--- config.mk ---
export PLATFORM = sky130hd
export DESIGN_NAME = alu_cmd_issuer
export DESIGN_NICKNAME = d
export VERILOG_FILES = /design/src/rtl/alu_pkg.sv /design/src/rtl/alu_cmd_fifo.sv /design/src/rtl/alu_cmd_issuer.sv
export SDC_FILE = /design/constraint.sdc
export NUM_CORES = 1
export LEC_CHECK = 0
export CAP_MARGIN = 20
export CORE_MARGIN = 2
export CORE_UTILIZATION = 55
export CTS_BUF_LIST = sky130_fd_sc_hd__clkbuf_4 sky130_fd_sc_hd__clkbuf_8
export CTS_CLUSTER_DIAMETER = 120
export DETAILED_ROUTE_END_ITERATION = 7
export PLACE_DENSITY = 0.81
export SYNTH_ARGS = -nofsm -noshare
export SYNTH_HDL_FRONTEND = slang
export SYNTH_SLANG_ARGS = --single-unit
--- constraint.sdc ---
create_clock -name clk -period 2.6 [get_ports clk]
set_input_delay 0.52 -clock clk [delete_from_list [all_inputs] [get_ports clk]]
set_output_delay 0.52 -clock clk [all_outputs]
set_load 0.01 [all_outputs]
--- src/rtl/alu_pkg.sv ---
// Shared types and constants for the ALU command issuer slice.
// Latency: n/a (definitions only).
// Backpressure: n/a (definitions only).
package alu_pkg;

  localparam int OPW  = 4;
  localparam int SELW = 3;

  localparam logic [SELW-1:0] SEL_ADD = 3'b000;
  localparam logic [SELW-1:0] SEL_SUB = 3'b001;
  localparam logic [SELW-1:0] SEL_AND = 3'b010;
  localparam logic [SELW-1:0] SEL_OR  = 3'b011;
  localparam logic [SELW-1:0] SEL_NOT = 3'b100;

  typedef enum logic [1:0] {
    IDLE  = 2'd0,
    ISSUE = 2'd1,
    HOLD  = 2'd2
  } state_t;

  // One queued command: opcode plus both operands.
  typedef struct packed {
    logic [SELW-1:0] sel;
    logic [OPW-1:0]  a;
    logic [OPW-1:0]  b;
  } cmd_t;

  // Opcodes above NOT (101..111) have no ALU meaning.
  function automatic logic sel_illegal(input logic [SELW-1:0] sel);
    return (sel > SEL_NOT);
  endfunction

endpackage

--- src/rtl/alu_cmd_fifo.sv ---
// Command FIFO: circular buffer with registered occupancy count.
// Latency: push visible at head one edge later; head is read combinationally.
// Backpressure: pushes ignored when full, pops ignored when empty.
module alu_cmd_fifo
  import alu_pkg::*;
#(
  parameter int DEPTH = 4
) (
  input  logic                   clk,
  input  logic                   rst,
  input  logic                   push,
  input  cmd_t                   push_data,
  input  logic                   pop,
  output cmd_t                   head,
  output logic [$clog2(DEPTH):0] count
);

  localparam int AW = $clog2(DEPTH);
  localparam logic [AW:0] FULL_CNT = (AW+1)'(DEPTH);

  cmd_t          mem [DEPTH];
  logic [AW-1:0] wr_ptr;
  logic [AW-1:0] rd_ptr;
  logic          do_push;
  logic          do_pop;

  assign do_push = push && (count < FULL_CNT);
  assign do_pop  = pop && (count != '0);
  assign head    = mem[rd_ptr];

  // Storage write; contents need no reset since count gates visibility.
  always_ff @(posedge clk) begin
    if (do_push) mem[wr_ptr] <= push_data;
  end

  // Pointers wrap naturally (power-of-two depth); count tracks push minus pop.
  always_ff @(posedge clk) begin
    if (rst) begin
      wr_ptr <= '0;
      rd_ptr <= '0;
      count  <= '0;
    end else begin
      if (do_push) wr_ptr <= wr_ptr + AW'(1);
      if (do_pop)  rd_ptr <= rd_ptr + AW'(1);
      if (do_push && !do_pop)      count <= count + (AW+1)'(1);
      else if (do_pop && !do_push) count <= count - (AW+1)'(1);
    end
  end

endmodule

--- src/rtl/alu_cmd_issuer.sv ---
// Queues ALU commands, issues them one at a time to an external ALU, holds results.
// Latency: command into an empty idle block -> res_valid two edges after acceptance.
// Backpressure: cmd_ready drops when the FIFO is full; results hold until res_ready.
module alu_cmd_issuer
  import alu_pkg::*;
#(
  parameter int DEPTH = 4
) (
  input  logic                   clk,
  input  logic                   rst,
  input  logic                   cmd_valid,
  output logic                   cmd_ready,
  input  logic [OPW-1:0]         cmd_a,
  input  logic [OPW-1:0]         cmd_b,
  input  logic [SELW-1:0]        cmd_sel,
  output logic [OPW-1:0]         alu_a,
  output logic [OPW-1:0]         alu_b,
  output logic [SELW-1:0]        alu_sel,
  input  logic [OPW-1:0]         alu_out,
  output logic                   res_valid,
  input  logic                   res_ready,
  output logic [OPW-1:0]         res_data,
  output logic [SELW-1:0]        res_sel,
  output logic                   res_err,
  output logic [$clog2(DEPTH):0] fifo_count
);

  localparam int AW = $clog2(DEPTH);
  localparam logic [AW:0] FULL_CNT = (AW+1)'(DEPTH);

  state_t state;
  state_t state_nxt;
  logic   pop;
  logic   fifo_empty;
  cmd_t   head;
  cmd_t   push_data;

  // Readiness comes from the registered count only: a same-cycle pop never frees a slot.
  assign cmd_ready  = (fifo_count < FULL_CNT);
  assign fifo_empty = (fifo_count == '0);
  assign push_data  = '{sel: cmd_sel, a: cmd_a, b: cmd_b};

  alu_cmd_fifo #(.DEPTH(DEPTH)) u_fifo (
    .clk       (clk),
    .rst       (rst),
    .push      (cmd_valid && cmd_ready),
    .push_data (push_data),
    .pop       (pop),
    .head      (head),
    .count     (fifo_count)
  );

  // State register.
  always_ff @(posedge clk) begin
    if (rst) state <= IDLE;
    else     state <= state_nxt;
  end

  // Next state and pop decision.
  always_comb begin
    state_nxt = state;
    pop       = 1'b0;
    unique case (state)
      IDLE: begin
        if (!fifo_empty) begin
          pop       = 1'b1;
          state_nxt = ISSUE;
        end
      end
      ISSUE: state_nxt = HOLD;
      HOLD: begin
        if (res_ready) begin
          if (!fifo_empty) begin
            pop       = 1'b1;
            state_nxt = ISSUE;
          end else begin
            state_nxt = IDLE;
          end
        end
      end
      default: state_nxt = IDLE;
    endcase
  end

  // Operand registers change only when a command leaves the FIFO.
  always_ff @(posedge clk) begin
    if (rst) begin
      alu_a   <= '0;
      alu_b   <= '0;
      alu_sel <= '0;
    end else if (pop) begin
      alu_a   <= head.a;
      alu_b   <= head.b;
      alu_sel <= head.sel;
    end
  end

  // Capture the ALU result in ISSUE; drop valid once the consumer takes it.
  always_ff @(posedge clk) begin
    if (rst) begin
      res_valid <= 1'b0;
      res_data  <= '0;
      res_sel   <= '0;
      res_err   <= 1'b0;
    end else if (state == ISSUE) begin
      res_valid <= 1'b1;
      res_sel   <= alu_sel;
      res_err   <= sel_illegal(alu_sel);
      res_data  <= sel_illegal(alu_sel) ? '0 : alu_out;
    end else if (state == HOLD && res_ready) begin
      res_valid <= 1'b0;
    end
  end

endmodule
Word level (Yosys, flattened, before mapping)
Memory sizes are Yosys's and may differ from the RTL's. A register that Yosys moved wholly into a read port is not among the register bits.
Cells that the tools add are included.
{"block": "word_totals", "input_bits": 19, "mem_bits_rw": 44, "reg_bits": 18, "word_cells": 47, "n_memories": 1}
{"name": "u_fifo.mem", "words": 4, "width": 11, "rd": 1, "rd_clocked_by_memory_dff": 1, "wr": 1, "line_no": "alu_cmd_fifo.sv:21", "rtl": "cmd_t mem [DEPTH];"}
{"block": "op_classes", "n_mux": 14, "n_addsub": 4, "n_eq_ne": 4, "reduce_logical": 14, "magnitude_cmp": 2}
{"cell": "1-bit 2-to-1 mux", "count": 7}
{"cell": "1-bit logical AND", "count": 6}
{"cell": "3-bit 2-to-1 mux", "count": 2}
{"cell": "2-bit one-hot mux with 3 select lines", "count": 1}
{"cell": "2-bit by 1-bit adder with 2-bit output (second input constant)", "count": 2}
{"cell": "2-bit 2-to-1 mux", "count": 2}
{"cell": "4-bit 2-to-1 mux", "count": 1}
{"cell": "2-bit inequality test (second input constant)", "count": 2}
{"cell": "2-bit nonzero test", "count": 2}
{"cell": "3-bit by 1-bit adder with 3-bit output (second input constant)", "count": 1}
{"cell": "3-bit greater-than comparator (second input constant)", "count": 1}
{"cell": "3-bit logical NOT", "count": 1}
{"cell": "3-bit less-than comparator (second input constant)", "count": 1}
{"cell": "3-bit nonzero test", "count": 1}
{"cell": "3-bit by 1-bit subtractor with 3-bit output (second input constant)", "count": 1}
{"cell": "2-bit by 1-bit == test with 1-bit output (second input constant)", "count": 1}
{"cell": "2-bit == test (second input constant)", "count": 1}
{"cell": "1-bit logical NOT", "count": 2}
{"cell": "2-bit logical NOT", "count": 1}
{"cell": "1-bit one-hot mux with 2 select lines", "count": 1}
{"cell": "2-bit AND reduction", "count": 1}

Depth between registers and ports, before layout
{"block": "depth", "word_depth": 8, "ltp_mapped": 9}

Cells and area by module
From an unflattened synthesis, not the netlist that was laid out.
{"block": "hier_totals", "hier_cells": 193, "hier_area_um2": 2987.9}
{"module": "alu_cmd_fifo", "area_each_um2": 2039.5, "instances": 1, "cells_per_inst": 101}
{"module": "alu_cmd_issuer", "area_each_um2": 948.4, "instances": 1, "cells_per_inst": 92}

Least setup slack after synthesis
No wires, ideal clock.
{"block": "synth_path", "kind": "reg-to-reg", "start": "register u_fifo.count[2]", "end": "register u_fifo.count[2]", "required_ns": 2.530, "setup_slack_ns": 0.306, "synth_period_minus_slack_ns": 2.294, "arrival_time_ns": 2.223, "stages_incl_launch_ff": 10, "path_cell_list": "dfxtp_1 -> or3_1 -> buf_2 -> nand3_1 -> ha_1 -> inv_1 -> fa_1 -> xor2_1 -> or3_1 -> a21oi_1"}
{"block": "synth_via", "elab_chain_cells": 8, "elab_cells_between_ends": 18, "cone_classes": "add/sub: 2; order compare: 1; mux: 5; reduce/logical: 10"}
{"element": "start, declared", "line_no": "alu_cmd_fifo.sv:15", "rtl": "output logic [$clog2(DEPTH):0] count"}
{"element": "start signal, assigned", "line_no": "alu_cmd_fifo.sv:45", "rtl": "if (do_push && !do_pop) count <= count + (AW+1)'(1);"}
{"element": "start signal, assigned", "line_no": "alu_cmd_fifo.sv:46", "rtl": "else if (do_pop && !do_push) count <= count - (AW+1)'(1);"}
{"element": "3-bit logical NOT", "line_no": "alu_cmd_issuer.sv:40", "rtl": "assign fifo_empty = (fifo_count == '0);"}
{"element": "1-bit 2-to-1 mux", "line_no": "alu_cmd_issuer.sv:65, alu_cmd_issuer.sv:73"}
{"element": "1-bit 2-to-1 mux", "line_no": "alu_cmd_issuer.sv:72", "rtl": "if (res_ready) begin"}
{"element": "1-bit one-hot mux with 2 select lines", "line_no": "alu_cmd_issuer.sv:63", "rtl": "unique case (state)"}
{"element": "1-bit logical AND", "line_no": "alu_cmd_fifo.sv:28", "rtl": "assign do_pop = pop && (count != '0);"}
{"element": "1-bit logical NOT", "line_no": "alu_cmd_fifo.sv:45"}
{"element": "1-bit logical AND", "line_no": "alu_cmd_fifo.sv:45"}
{"element": "3-bit 2-to-1 mux / 2-bit nonzero test (equally long branches)"}
Several ways; a longest one is shown, not always the timed one. The select of a mux whose other input is x is not followed.
A chain may end at the register's enable or synchronous reset.

Worst setup path in the final report
{"block": "layout_path", "start": "input port res_ready", "end": "register u_fifo.count[2]"}
{"block": "layout_via", "elab_chain_cells": 6, "elab_cells_between_ends": 8, "cone_classes": "mux: 3; reduce/logical: 5"}
{"element": "start, declared", "line_no": "alu_cmd_issuer.sv:21", "rtl": "input logic res_ready,"}
{"element": "1-bit 2-to-1 mux *", "line_no": "alu_cmd_issuer.sv:72"}
{"element": "1-bit one-hot mux with 2 select lines *", "line_no": "alu_cmd_issuer.sv:63"}
{"element": "1-bit logical AND *", "line_no": "alu_cmd_fifo.sv:28"}
{"element": "1-bit logical NOT", "line_no": "alu_cmd_fifo.sv:45"}
{"element": "1-bit logical AND", "line_no": "alu_cmd_fifo.sv:45"}
{"element": "3-bit 2-to-1 mux / 2-bit nonzero test (equally long branches)"}
Mark *: on every way between the ends. The rest lies on a longest branch, timed or not.

==> results by group <==
Status
  • Status: complete, no violations

Critical path
  • WP buf/inv: 2
  • Crit path launch: res_ready
  • Worst r2r path cells: 8
  • Req. time, crit path: 2860 ps
  • Critical path, cell by cell: clkdlybuf4s50_1, nand2b_1, nand3_1, ha_1, inv_1, fa_1, xor2_1, or3_1, a21oi_1
  • Worst reg-to-reg setup slack: about 350 ps
  • Worst path max stage delay: between 400 and 500 ps
  • Critical Path End Type: flip-flop
  • Slowest CP cell: clkdlybuf4s50_1
  • Critical path type: primary input to flip-flop
  • Crit path DAT: between 2000 and 3000 ps
  • CP max FO: 2
  • Crit path capture: u_fifo.count[2]$_SDFFE_PP0P_
  • FF-to-FF End: u_fifo.count[2]$_SDFFE_PP0P_
  • WP depth: 9
  • Startpoint types: primary input
  • Family with the most delay on the worst path: simple AND/OR/NAND/NOR gates
  • Reg-to-Reg Start: u_fifo.count[2]$_SDFFE_PP0P_

Yosys
  • Syn Area/Cell: approximately 14 um^2
  • Cell taking the most area after synthesis: edfxtp_1
  • Yosys reg bits: 73
  • Synth top area share: between 40% and 50%
  • Ranking of synthesized cells by area: edfxtp_1 46%, dfxtp_1 20%, mux4_2 5.4%
  • Syn nets: around 230
  • Gate Count Post-Synth: 203
  • Register area share after synthesis: between 60% and 70%
  • Synth Cell Area: slightly below 3000 um^2
  • Post-synthesis cell type count: 32
  • Ys Warns: 0

Global routing
  • First-pass GRT wire length: about 9000 um
  • GRT Total Usage: approximately a fifth
  • Number of global-route vias before repair: between 1500 and 2000
  • Largest net degree at the start of global routing: 17
  • GRT overflow: 0
  • Initial antenna violation count: 0

Die
  • Die Wd: ~77 um
  • Initial Util: approximately 57%
  • Core box area: 5110 um^2
  • Die height: 76.5 um
  • Number of placement rows: 26
  • Total die area: between 5000 and 6000 um^2
  • I/O pins: 43

Hold path
  • HP Class: flip-flop to flip-flop
  • Hold Path Depth: 2

Layout
  • # diodes: 0
  • Final std cells w/o fill: between 300 and 400
  • Share of cells above drive strength 1: between 10% and 20%
  • Final #Nets: around 280
  • Layout area overhead: 25.2%
  • Finished Core Util: about 70%

Clock network
  • H-Tree Depth: 3
  • Clock-pin slew on the worst setup and hold paths: 80 ps
  • Worst skew pair latency: 340 ps
  • Hold_buf cts: 0
  • CTS sink cnt: 73
  • Root Driver: clkbuf_8
  • Maximum root-to-sink buffer count: 2
  • Post-CTS Setup Bufs: 0
  • CTS buffer count: 9
  • CTS tree: built
  • Post_cts resized: 0

Route
  • Routed len/inst: 15.6 um
  • Initial DRC Count: 111
  • Final WL: 5130 um
  • Vias: roughly 1800
  • Pre-antenna DRT Iters: 4
  • DRC violations left: 0
  • Via/cell ratio: 5.59
  • Routed Antenna Nets: 0

STA
  • Crit path time final: 2260 ps
  • Worst Skew: 7.46 ps
  • Worst-Margin Slew: a little under 900 ps
  • Fmax: between 400 and 500 MHz
  • Count of final hold-check violations: 0
  • Slew headroom: between 40% and 50%
  • Slew Viols, Final: 0
  • Setup violators final: 0
  • RSZ-0062 raised after global routing: false
  • Final worst slack: 336 ps
  • Fin crit share: just under 90%
  • Aggregate negative setup slack: 0 ps

Pwr
  • Clock power frac: between 20% and 30%
  • Internal: ~2.6 mW
  • Comb power frac: a little under a third
  • Pwr/cell area: a little over 1000 nW/um^2
  • Max IR drop VDD: between 400 and 500 uV
  • Sw power: 1.15 mW
  • Sequential share of power: ~43%
  • Switching part of the total: a little under a third
  • Lkg Pwr: 1.26 nW

Placement
  • DP Wirelength: roughly 3400 um
  • Dpl cells: 312
  • Dpl ws: ~8.5 ps
  • Port Buffers: 42
  • Routability congestion estimate: 0.720

Flow run
  • Max cap viols: 0
-- state kept, by name, indices dropped and copies added (netlist names), 3 cells and up --
signal,flops
alu_a,4
alu_sel,3
res_data,4
res_sel,3
u_fifo.count,3
alu_b,4
u_fifo.mem,44
-- cell usage after synthesis (all sizes together) --
| cell type | n |
|---|---|
| buf | 8 |
| edfxtp | 44 |
| nor2 | 8 |
| xor2 | 2 |
| nor3 | 1 |
| a21oi | 21 |
| o31ai | 12 |
| nor2b | 4 |
| nand3b | 1 |
| mux4 | 11 |
| nand3 | 5 |
| nand2b | 2 |
| xnor2 | 1 |
| fa | 1 |
| dfxtp | 29 |
| mux2i | 2 |
| ha | 5 |
| nand2 | 10 |
| or3 | 2 |
| clkbuf | 7 |
| inv | 5 |
| o21ai | 2 |
| and2 | 4 |
| a311oi | 1 |
| or4 | 1 |
| a211oi | 1 |
| nand4 | 12 |
| mux2 | 1 |
-- worst min-delay path: stages, from the launching register on --
cell and delay, ps:
dfxtp_1 310, nand2_1 50, a21oi_1 50
-- how the worst min path moves through the flow --
stage,from,to
floorplan,res_data[0]$_SDFFE_PP0P_,res_data[0]$_SDFFE_PP0P_
global placement,res_data[3]$_SDFFE_PP0P_,res_data[3]$_SDFFE_PP0P_
detailed placement,res_sel[2]$_SDFFE_PP0P_,res_sel[2]$_SDFFE_PP0P_
CTS,res_sel[2]$_SDFFE_PP0P_,res_sel[2]$_SDFFE_PP0P_
global route,res_sel[1]$_SDFFE_PP0P_,res_sel[1]$_SDFFE_PP0P_
finish,res_sel[2]$_SDFFE_PP0P_,res_sel[2]$_SDFFE_PP0P_
-- logic make-up (layout without fill, tap and decap cells) --
kind of cell    Yosys count  after routing  share of synthesized area, %
flops                    73             73                          65.7
fa+ha+maj                 6              6                          2.85
compound gates           37             37                          7.65
xor+xnor                  3              3                         0.908
buf+inv                  20             75                          3.63
mux                      14             14                          10.2
simple gates             50             50                          9.08
-- cells in the final DEF, fill, tap and decap left out, types with 2 or more instances in the layout --
cell type and n:
a21oi_1 21, and2_1 4, buf_4 12, bufinv_16 2, clkbuf_8 9, clkdlybuf4s50_1 42
clkinvlp_4 3, dfxtp_1 29, edfxtp_1 44, ha_1 5, inv_1 5, mux2i_1 2
mux4_1 4, mux4_2 7, nand2_1 10, nand2b_1 2, nand3_1 5, nand4_1 12
nor2_1 8, nor2b_1 4, o21ai_0 2, o31ai_1 12, or3_1 2, xor2_1 2
-- metal layers --
| layer | up-vias | global-route usage (%) | share of wire, % |
|---|---|---|---|
| met5 | - | 0 | 0 |
| met4 | 0 | 10.2 | 2.2 |
| met3 | 11 | 4.74 | 3.6 |
| met2 | 49 | 33.8 | 52 |
| met1 | 900 | 23.1 | 42 |
| li1 | 873 | - | - |
-- through the flow --
step | cell area [um^2] | hold WS (ps) | power, mW
2_1_floorplan | 2890 | 476 | 2.40
3_3_place_gp | 3410 | 438 | 2.77
3_5_place_dp | 3410 | 447 | 2.83
4_1_cts | 3620 | 457 | 3.78
5_1_grt | 3620 | 484 | 3.97
6_report | 3620 | 456 | 3.76
-- cell type report --
cell class	instances	area [um^2]
Inverter	5	18.8
Tap cell	70	87.6
Clock buffer	9	124
Multi-Input combinational cell	110	887
Fill cell	351	1480
Sequential cell	73	1900
Clock inverter	7	93.8
Timing Repair Buffer	54	510
-- power groups by stage --
| stage | Combinational [mW] | Sequential [mW] | Clock, mW |
|---|---|---|---|
| 3_5_place_dp | 1.18 | 1.65 | 0 |
| 3_3_place_gp | 1.13 | 1.64 | 0 |
| 4_1_cts | 1.19 | 1.63 | 0.968 |
| 6_report | 1.19 | 1.62 | 0.951 |
| 2_1_floorplan | 0.773 | 1.62 | 0 |
| 5_1_grt | 1.28 | 1.66 | 1.02 |
Note: power is estimated with default switching activity, not from simulation.
